[config.mk]
export PLATFORM = sky130hd
export DESIGN_NAME = acumulador_sumando
export DESIGN_NICKNAME = d
export VERILOG_FILES = /design/src/rtl/acumulador_sumando.sv
export SDC_FILE = /design/constraint.sdc
export NUM_CORES = 1
export LEC_CHECK = 0
export BUFFER_PORTS_ARGS = -buffer_cell sky130_fd_sc_hd__buf_2
export CORE_MARGIN = 2
export CORE_UTILIZATION = 49
export DETAILED_ROUTE_END_ITERATION = 16
export PLACE_DENSITY = 0.74
export SYNTH_ARGS = -nofsm -noshare
export SYNTH_HDL_FRONTEND = slang
export SYNTH_SLANG_ARGS = --single-unit
[constraint.sdc]
create_clock -name clk -period 2.5 [get_ports clk]
set_input_delay 0 -clock clk [delete_from_list [all_inputs] [get_ports clk]]
set_output_delay 0 -clock clk [all_outputs]
set_load 0.03 [all_outputs]
[src/rtl/acumulador_sumando.sv]
`default_nettype none
// ============================================================================
// Module      : acumulador_sumando
// Description : Up-counting accumulator with a start/done framing FSM.
//               Counts from zero in fixed (or port-supplied) steps on each
//               qualified add, saturating at a target latched on start.
//               Optional feature macro: ACUM_STEP_EN (adds a `step` input
//               port that replaces the constant ADD_VALUE increment).
// Revision    : 1.0 - initial release
// ============================================================================
module acumulador_sumando #(
  parameter int REG_WIDTH = 8,
  parameter int ADD_VALUE = 1
) (
  input  logic                 clk,
  input  logic                 rst,      // asynchronous, active-low
  input  logic                 start,
  input  logic [REG_WIDTH-1:0] target,
  input  logic                 add,
`ifdef ACUM_STEP_EN
  input  logic [REG_WIDTH-1:0] step,
`endif
  output logic [REG_WIDTH-1:0] N,
  output logic                 busy,
  output logic                 out_K
);

  typedef enum logic [1:0] {
    ST_IDLE = 2'd0,
    ST_RUN  = 2'd1,
    ST_DONE = 2'd2
  } state_t;

  state_t               state_q, state_d;
  logic [REG_WIDTH-1:0] n_q, n_d;
  logic [REG_WIDTH-1:0] t_q, t_d;
  logic                 busy_q, busy_d;
  logic                 out_k_q, out_k_d;

  logic [REG_WIDTH-1:0] step_w;
  logic [REG_WIDTH:0]   sum_w;
  logic                 reach_w;

  // Select the increment source: the external port or the fixed constant.
`ifdef ACUM_STEP_EN
  assign step_w = step;
`else
  assign step_w = REG_WIDTH'(ADD_VALUE);
`endif

  // Sum carried one bit wider so a carry-out still compares correctly with T.
  assign sum_w   = {1'b0, n_q} + {1'b0, step_w};
  assign reach_w = (sum_w >= {1'b0, t_q});

  // Next-state, accumulator and registered-output computation.
  always_comb begin
    state_d = state_q;
    n_d     = n_q;
    t_d     = t_q;

    case (state_q)
      ST_IDLE: begin
        if (start) begin
          t_d     = target;
          n_d     = '0;
          state_d = (target != '0) ? ST_RUN : ST_DONE;
        end
      end

      ST_RUN: begin
        // A restart wins over an add arriving in the same cycle.
        if (start) begin
          t_d     = target;
          n_d     = '0;
          state_d = (target != '0) ? ST_RUN : ST_DONE;
        end else if (add) begin
          if (reach_w) begin
            n_d     = t_q;   // saturate at the target, never overshoot
            state_d = ST_DONE;
          end else begin
            n_d     = sum_w[REG_WIDTH-1:0];
          end
        end
      end

      ST_DONE: begin
        // Further adds are ignored; only a new start leaves DONE.
        if (start) begin
          t_d     = target;
          n_d     = '0;
          state_d = (target != '0) ? ST_RUN : ST_DONE;
        end
      end

      default: begin
        state_d = ST_IDLE;
        n_d     = '0;
        t_d     = '0;
      end
    endcase

    // Status flags follow the state being entered so they are registered.
    busy_d  = (state_d == ST_RUN);
    out_k_d = (state_d == ST_DONE);
  end

  // State and datapath registers with asynchronous active-low clear.
  always_ff @(posedge clk or negedge rst) begin
    if (!rst) begin
      state_q <= ST_IDLE;
      n_q     <= '0;
      t_q     <= '0;
      busy_q  <= 1'b0;
      out_k_q <= 1'b0;
    end else begin
      state_q <= state_d;
      n_q     <= n_d;
      t_q     <= t_d;
      busy_q  <= busy_d;
      out_k_q <= out_k_d;
    end
  end

  assign N     = n_q;
  assign busy  = busy_q;
  assign out_K = out_k_q;

endmodule
`default_nettype wire

-- After elaboration in Yosys (flattened, before gate mapping)
Index checks and enable logic that the tools add are counted.
- bits in registers: 20
- bits of input ports: 12
- output and inout bits: 10
- logic and storage cells: 32
- add/subtract/negate cells: 1
- order comparisons: 1
- equal/unequal tests: 7
- muxes and demuxes: 13
- reduce and logical (&&, ||, !) cells: 5
- operator list (operator ; number):
    $mux 8 ; 6
    $pmux 8 s2 ; 1
    $mux 2 ; 5
    $add 8x1->9 const B ; 1
    $ge 9x8->1 ; 1
    $reduce_bool 8->1 ; 1
    $eq 2x1->1 const B ; 2
    $eq 2x2->1 const B ; 2
    $ne 2x1->1 const B ; 2
    $pmux 2 s2 ; 1
    $ne 3x3->1 const B ; 1
    $reduce_or 3->1 ; 1
    $logic_not 2->1 ; 1
    $reduce_and 2->1 ; 1
    $reduce_or 2->1 ; 1

-- Longest topological paths before layout
Gate-level depths: netlist of the first run.
- depth after elaboration: 7
- depth in mapped cells: 11
- gate-level depth less buffers: 10

-- Worst setup path before layout of the first run
No wires, ideal clock.
- path type: reg-to-reg
- from: reg n_q[0], in the netlist N[0]
- to: reg n_q[2], in the netlist N[2]
- setup time: 0.122 ns
- arrival time: 2.700 ns
- required time: 2.378 ns
- path slack: -0.322 ns
- stages on the path, launching flop included: 11
- path buffers: 0
- period minus slack after synthesis: 2.822 ns
- cells stage by stage: dfrtp_1 > ha_1 > and3_1 > nand3_1 > xnor2_1 > ha_1 > and3_4 > and3_4 > a21o_4 > or3_1 > a32o_1
- word-level cells in the longest chain between the ends: 6
- RTL lines (item ; RTL line ; text):
    from (decl) ; 35 ; logic [REG_WIDTH-1:0] n_q, n_d;
    from (signal assigned) ; 117 ; n_q <= n_d;
    $add 8x1->9 (*) ; 52 ; assign sum_w = {1'b0, n_q} + {1'b0, step_w};
    $ge 9x8->1 ; 53 ; assign reach_w = (sum_w >= {1'b0, t_q});
    $mux 8 (*) ; 77 ; if (reach_w) begin
    $mux 8 (*) ; 76 ; end else if (add) begin
    $mux 8 (*) ; 72 ; if (start) begin
    $pmux 8 s2 (*) ; 61 ; case (state_q)
Every way passes the cells marked *; elsewhere a longest branch is shown, timed or not. The select of a mux whose other input is x is not followed.
A chain may end at the register's enable or synchronous reset.

-- Worst setup path after layout of the first run
- from: reg n_q[1], in the netlist N[1]
- to: reg n_q[2], in the netlist N[2]
Same word-level chain as after synthesis.

==> flow_metrics.env, run 1 <==
export IMPL_finalWorstSetupSlack_ns=0.00626
export IMPL_global_route_wire_length_before_repair_um=5290
export IMPL_synth_top_family_by_area="simple AND/OR/NAND/NOR gates"
export IMPL_vdd_drop_max_uv=347
export IMPL_synthAdderAreaFrac_pct=8.78
export IMPL_finalCriticalPeriod_ns=2.49
export IMPL_fmax_mhz=401
export IMPL_first_drt_iteration_drcs=33
export IMPL_worst_setup_path_start_kind="flop"
export IMPL_final_weighted_congestion_in_routability_driven_placement=0.860
export IMPL_number_of_global_route_vias_before_repair=1151
export IMPL_area_used_by_multi_input_combinational_logic_um2=797
export IMPL_syn_to_final_growth_pct=34.3
export IMPL_route_final_wire_length_um=3310
export IMPL_cts_tree="built"
export IMPL_hold_path_end="t_q[4]"
export IMPL_use_met1_pct=34.6
export IMPL_asyncSetResetFlopFracSynth_pct=100
export IMPL_seq_area_um2=503
export IMPL_critical_path_required_time_ns=2.69
export IMPL_crit_reg2reg_launch="N[1]"
export IMPL_cts_max_level=1
export IMPL_rows=18
export IMPL_grt_met3_usage_pct=2.15
export IMPL_synth_largest_area_cell="sky130_fd_sc_hd__dfrtp_1"
export IMPL_leading_cell_type_in_the_layout_fill_and_taps_excluded="sky130_fd_sc_hd__buf_2"
export IMPL_fraction_of_layout_instances_using_a_drive_strength_above_1_pct=31.3
export IMPL_worst_setup_hold_path_clk_slew_ns=0.11
export IMPL_synth_enable_flop_cells=0
export IMPL_chipHeight_um=55.2
export IMPL_insertion_delay_ns=0.30
export IMPL_grt_max_degree=21
export IMPL_final_util_pct=69.5
export IMPL_worst_pin_slew_ns=0.641
export IMPL_worst_r2r_path_cells=10
export IMPL_placement_io_buffers=21
export IMPL_drv_cap=0
export IMPL_n_antenna_cell=0
export IMPL_chipWidth_um=55.2
export IMPL_synth_xor_area_share_pct=4.10
export IMPL_holdCritPathClass="in -> reg"
export IMPL_grt_setup_unrepaired="true"
export IMPL_dp_hpwl_um=2300
export IMPL_synthSimpleGateAreaFrac_pct=22.6
export IMPL_post_synthesis_cell_area_mm2=0.00128
export IMPL_gr_busiest_metal="met2"
export IMPL_drc=0
export IMPL_top_cell_type_s_share_of_synthesized_area_pct=39.0
export IMPL_cts_root_buf="sky130_fd_sc_hd__clkbuf_4"
export IMPL_final_setup_vio_count=0
export IMPL_fin_cells=212
export IMPL_p_leak_nw=0.890
export IMPL_groute_layer_met2_usage_pct=39.1
export IMPL_final_hold_worst_slack_ns=0.158
export IMPL_vias_per_cell=5.80
export IMPL_synth_sequential_area_ratio_pct=39.0
export IMPL_post_place_cells=191
export IMPL_timing_critical_path_to_type="flop"
export IMPL_regToRegSetupSlack_ns=0.006
export IMPL_synth_ff_type="sky130_fd_sc_hd__dfrtp_1"
export IMPL_cts_buffers_inserted=3
export IMPL_postSynthNetCount=156
export IMPL_vias=1229
export IMPL_finish_net_count=204
export IMPL_timing_final_max_slew_violations=0
export IMPL_per_cell_routed_wire_length_um=15.6
export IMPL_floorplan_core_area_mm2=0.00248
export IMPL_synthMuxAreaShare_pct=7.02
export IMPL_grt_usage_pct=24.2
export IMPL_fp_dieArea_mm2=0.00304
export IMPL_finalSetupTns_ns=0
export IMPL_critPathKind="reg -> reg"
export IMPL_min_delay_start="start"
export IMPL_fin_area_mm2=0.00172
export IMPL_post_dp_cell_area_mm2=0.00151
export IMPL_clkSinkCount=20
export IMPL_number_of_buffers_between_clock_root_and_the_deepest_sink=2
export IMPL_netlist_top_cells_area="sky130_fd_sc_hd__dfrtp_1 (39%), sky130_fd_sc_hd__ha_1 (8.8%), sky130_fd_sc_hd__mux2i_1 (7.0%)"
export IMPL_total_power_mw=0.742
export IMPL_post_place_ws_ns=-0.0280
export IMPL_num_fill_cells=197
export IMPL_globalRoute_totalOverflow=0
export IMPL_post_synth_inst_count=135
export IMPL_floorplan_io_pins=22
export IMPL_r2r_end="N[2]"
export IMPL_timing_final_hold_violations=0
export IMPL_layout_common_cells="sky130_fd_sc_hd__buf_2 (21), sky130_fd_sc_hd__dfrtp_1 (18), sky130_fd_sc_hd__buf_4 (16)"
export IMPL_synth_compound_gate_area_share_pct=14.4
export IMPL_status="complete, no violations"
export IMPL_post_route_period_util_pct=99.7
export IMPL_grt_antenna_before_repair=0
export IMPL_route_antenna_remaining_nets=0
export IMPL_yosys_warnings=0
export IMPL_worstHoldPathCells=3
export IMPL_crit_fanout=6
export IMPL_synthesis_area_per_instance_um2=9.50
export IMPL_start_util_pct=51.8
export IMPL_yosys_cell_types_count=36
export IMPL_finalClockSkew_ns=0.00423
export IMPL_drtPass1Iterations=6
export IMPL_cellPowerDensity_mw_per_mm2=431
export IMPL_yosys_register_bits=20
export IMPL_cp_data_arrival_time_ns=2.69
export IMPL_slew_limit_headroom_pct=57.1
[repair_timing]
item,in CTS,in global routing
gates cloned,0,0
setup buffers,4,3
endpoints found under the hold margin,28,2
pin swaps,2,4
endpoints found under the setup margin,3,12
hold buffers,9,1
resized for setup,1,5
[state kept, by name, indices dropped and copies added, names as in the netlist]
register and count:
N 8, busy 1, out_K 1, state_q 2, t_q 8
[critical path: stages, from the launching register on]
cell	delay (ns)
sky130_fd_sc_hd__dfrtp_2	0.42
sky130_fd_sc_hd__ha_4	0.15
sky130_fd_sc_hd__and3_4	0.22
sky130_fd_sc_hd__nand3_4	0.08
sky130_fd_sc_hd__xnor2_2	0.14
sky130_fd_sc_hd__ha_1	0.29
sky130_fd_sc_hd__and3_4	0.16
sky130_fd_sc_hd__and3_4	0.15
sky130_fd_sc_hd__a21o_4	0.22
sky130_fd_sc_hd__or3_1	0.32
sky130_fd_sc_hd__a32o_1	0.26
[power breakdown]
| group | internal [mW] | switching [mW] |
|---|---|---|
| clock | 0.0621 | 0.0971 |
| sequential | 0.353 | 0.0283 |
| combinational | 0.0860 | 0.116 |
[layer usage]
metal,vias to the layer above,routed length [um]
met3,2,158
met1,600,1490
li1,589,-
met5,-,0
met2,38,1640
met4,0,17
[final cells by class]
| cell class | instances | area share (%) |
|---|---|---|
| Sequential cell | 20 | 29.2 |
| Clock buffer | 4 | 1.53 |
| Multi-Input combinational cell | 102 | 46.3 |
| Inverter | 9 | 1.96 |
| Tap cell | 30 | 2.18 |
| Timing Repair Buffer | 47 | 18.9 |
[cells by family (layout without fill, tap and decap cells)]
kind of cell | after synthesis | count (layout)
fa+ha+maj | 9 | 9
xor+xnor | 6 | 6
flops | 20 | 20
compound gates | 24 | 24
buf+inv | 13 | 60
simple gates | 54 | 54
mux | 9 | 9
[worst max path at each step]
stage	from	endpoint	slack [ns]
2_1_floorplan	N[0]	N[2]	-0.09
3_3_place_gp	N[1]	N[2]	0.05
3_5_place_dp	N[1]	N[2]	-0.03
4_1_cts	N[1]	N[2]	0.005
5_1_grt	N[1]	N[2]	-0.09
6_report	N[1]	N[2]	0.006
[synthesized netlist by cell type, drive strengths merged, types with 4 or more instances]
master,count
nand2,7
mux2i,9
a21oi,6
nor2,13
inv,9
dfrtp,20
and3,6
nand3,9
nand4,6
xnor2,4
ha,9
Power figures use the tool's default switching activity.
==> inputs of run 2 (changes only) <==
--- a/config.mk
+++ b/config.mk
@@ -7,9 +7,9 @@
 export LEC_CHECK = 0
 export BUFFER_PORTS_ARGS = -buffer_cell sky130_fd_sc_hd__buf_2
 export CORE_MARGIN = 2
-export CORE_UTILIZATION = 49
+export CORE_UTILIZATION = 59
 export DETAILED_ROUTE_END_ITERATION = 16
-export PLACE_DENSITY = 0.74
+export PLACE_DENSITY = 0.83
 export SYNTH_ARGS = -nofsm -noshare
 export SYNTH_HDL_FRONTEND = slang
 export SYNTH_SLANG_ARGS = --single-unit
==> constraint.sdc (replaced) <==
create_clock -name clk -period 3 [get_ports clk]
set_input_delay 0 -clock clk [delete_from_list [all_inputs] [get_ports clk]]
set_output_delay 0 -clock clk [all_outputs]
set_load 0.03 [all_outputs]
==> flow_metrics.env, run 2 (synthesized netlist as in run 1, its figures left out) <==
export IMPL_grt_max_degree=21
export IMPL_worst_path_max_delay_cell="sky130_fd_sc_hd__dfrtp_2"
export IMPL_fp_dieArea_mm2=0.00256
export IMPL_grt_antenna_before_repair=0
export IMPL_cp_data_arrival_time_ns=2.96
export IMPL_dp_hpwl_um=2150
export IMPL_drv_cap=0
export IMPL_critPathTopFamily="simple AND/OR/NAND/NOR gates"
export IMPL_final_setup_vio_count=0
export IMPL_drc=0
export IMPL_slew_limit_headroom_pct=56.5
export IMPL_clkSinkCount=20
export IMPL_floorplan_core_area_mm2=0.00200
export IMPL_crit_fanout=8
export IMPL_floorplan_io_pins=22
export IMPL_globalRoute_totalOverflow=0
export IMPL_wl_met3_um=180
export IMPL_insertion_delay_ns=0.30
export IMPL_n_antenna_cell=0
export IMPL_vdd_drop_max_uv=366
export IMPL_worstHoldPathCells=3
export IMPL_total_power_mw=0.598
export IMPL_layout_common_cells="sky130_fd_sc_hd__buf_2 (21), sky130_fd_sc_hd__dfrtp_1 (19), sky130_fd_sc_hd__nor2_1 (13)"
export IMPL_start_util_pct=64.1
export IMPL_timing_final_hold_violations=0
export IMPL_route_antenna_remaining_nets=0
export IMPL_grt_usage_pct=28.1
export IMPL_hold_path_end="t_q[3]"
export IMPL_highest_signal_layer="met4"
export IMPL_chipWidth_um=50.6
export IMPL_r2r_end="N[2]"
export IMPL_cellPowerDensity_mw_per_mm2=394
export IMPL_critical_path_buf_inv_count=0
export IMPL_post_cts_setup_buffer_count=0
export IMPL_number_of_global_route_vias_before_repair=1186
export IMPL_crit_reg2reg_launch="N[0]"
export IMPL_cts_tree="built"
export IMPL_worst_r2r_path_cells=10
export IMPL_placement_io_buffers=21
export IMPL_per_cell_routed_wire_length_um=15.8
export IMPL_drtPass1Iterations=4
export IMPL_status="complete, no violations"
export IMPL_critPathKind="reg -> reg"
export IMPL_detail_route_wirelength_met1_um=1290
export IMPL_cts_max_level=1
export IMPL_finish_net_count=187
export IMPL_routed_wl_met2_um=1470
export IMPL_global_route_wire_length_before_repair_um=5420
export IMPL_finalSetupTns_ns=0
export IMPL_worst_setup_hold_path_clk_slew_ns=0.11
export IMPL_first_drt_iteration_drcs=28
export IMPL_cts_buffers_inserted=3
export IMPL_number_of_buffers_between_clock_root_and_the_deepest_sink=2
export IMPL_slowest_delay_ns=0.44
export IMPL_vias_per_cell=6.11
export IMPL_worst_pin_slew_ns=0.650
export IMPL_chipHeight_um=50.6
export IMPL_timing_critical_path_cells="ha_1 > and3_1 > nand3_1 > xnor2_1 > ha_1 > and3_4 > and3_4 > a21o_4 > or3_1 > a32o_1"
export IMPL_grt_setup_unrepaired="false"
export IMPL_leading_cell_type_in_the_layout_fill_and_taps_excluded="sky130_fd_sc_hd__buf_2"
export IMPL_cts_root_buf="sky130_fd_sc_hd__clkbuf_4"
export IMPL_fmax_mhz=361
export IMPL_critical_path_required_time_ns=3.20
export IMPL_final_weighted_congestion_in_routability_driven_placement=0.925
export IMPL_fraction_of_layout_instances_using_a_drive_strength_above_1_pct=18.9
export IMPL_finalClockSkew_ns=0.00579
export IMPL_rows=16
export IMPL_route_final_wire_length_um=3010
export IMPL_post_route_period_util_pct=92.3
export IMPL_p_leak_nw=0.778
export IMPL_timing_final_max_slew_violations=0
export IMPL_regToRegSetupSlack_ns=0.23
export IMPL_timing_critical_path_to_type="flop"
export IMPL_finalCriticalPeriod_ns=2.77
export IMPL_holdCritPathClass="in -> reg"
export IMPL_syn_to_final_growth_pct=18.1
export IMPL_worst_setup_path_start_kind="flop"
export IMPL_vias=1167
export IMPL_min_delay_start="target[3]"
[run 2: cell type report]
type                       count  area (um^2)
multi-input combinational    102          731
sequential                    20          502
fill                         143          487
timing repair buffer          30          193
inverter                       9         33.8
tap                           27         33.8
clock buffer                   3         22.5
[run 2: timing repair]
item	CTS	global route
endpoints found under the hold margin	27	0
resized for setup	0	1
hold buffers	8	0
setup endpoints to repair	0	2
[run 2: metrics by stage]
step | cell area (um^2) | hold slack (ns) | setup slack [ns] | util [%] | instances
global route | 1520 | 0.0169 | 0.0357 | 75.7 | 191
finish | 1520 | 0.00127 | 0.231 | 75.7 | 191
floorplan | 1280 | -0.296 | 0.178 | - | 135
global placement | 1410 | -0.0302 | 0.342 | 70.5 | 180
CTS | 1510 | 0.00415 | 0.192 | 75.6 | 191
detailed placement | 1410 | -0.0259 | 0.209 | 70.5 | 180
[run 2: how the worst max path moves through the flow]
stage | startpoint | end | cells past startpoint | slack [ns]
floorplan | N[0] | N[2] | 10 | 0.18
global placement | N[0] | N[2] | 10 | 0.34
detailed placement | N[0] | N[2] | 10 | 0.21
CTS | N[0] | N[2] | 10 | 0.19
global route | N[0] | N[0] | 10 | 0.04
finish | N[0] | N[2] | 10 | 0.23
[run 2: where the power goes]
part | internal (mW) | total, mW | switching [mW]
Combinational | 0.0609 | 0.150 | 0.0891
Clock | 0.0468 | 0.129 | 0.0819
Sequential | 0.294 | 0.319 | 0.0250
Total | 0.402 | 0.598 | 0.196
[run 2: per-layer routing]
metal	vias up	global-route usage (%)
met2	52	46.9
met1	551	37.1
li1	556	-
met3	8	3.27
met4	0	11.3
met5	-	0
[run 2: worst register-to-register path, cell delays in order, from the launching register on]
cell                      delay [ns]
sky130_fd_sc_hd__dfrtp_2        0.44
sky130_fd_sc_hd__ha_1           0.20
sky130_fd_sc_hd__and3_1         0.23
sky130_fd_sc_hd__nand3_1        0.12
sky130_fd_sc_hd__xnor2_1        0.22
sky130_fd_sc_hd__ha_1           0.28
sky130_fd_sc_hd__and3_4         0.16
sky130_fd_sc_hd__and3_4         0.18
sky130_fd_sc_hd__a21o_4         0.24
sky130_fd_sc_hd__or3_1          0.34
sky130_fd_sc_hd__a32o_1         0.26
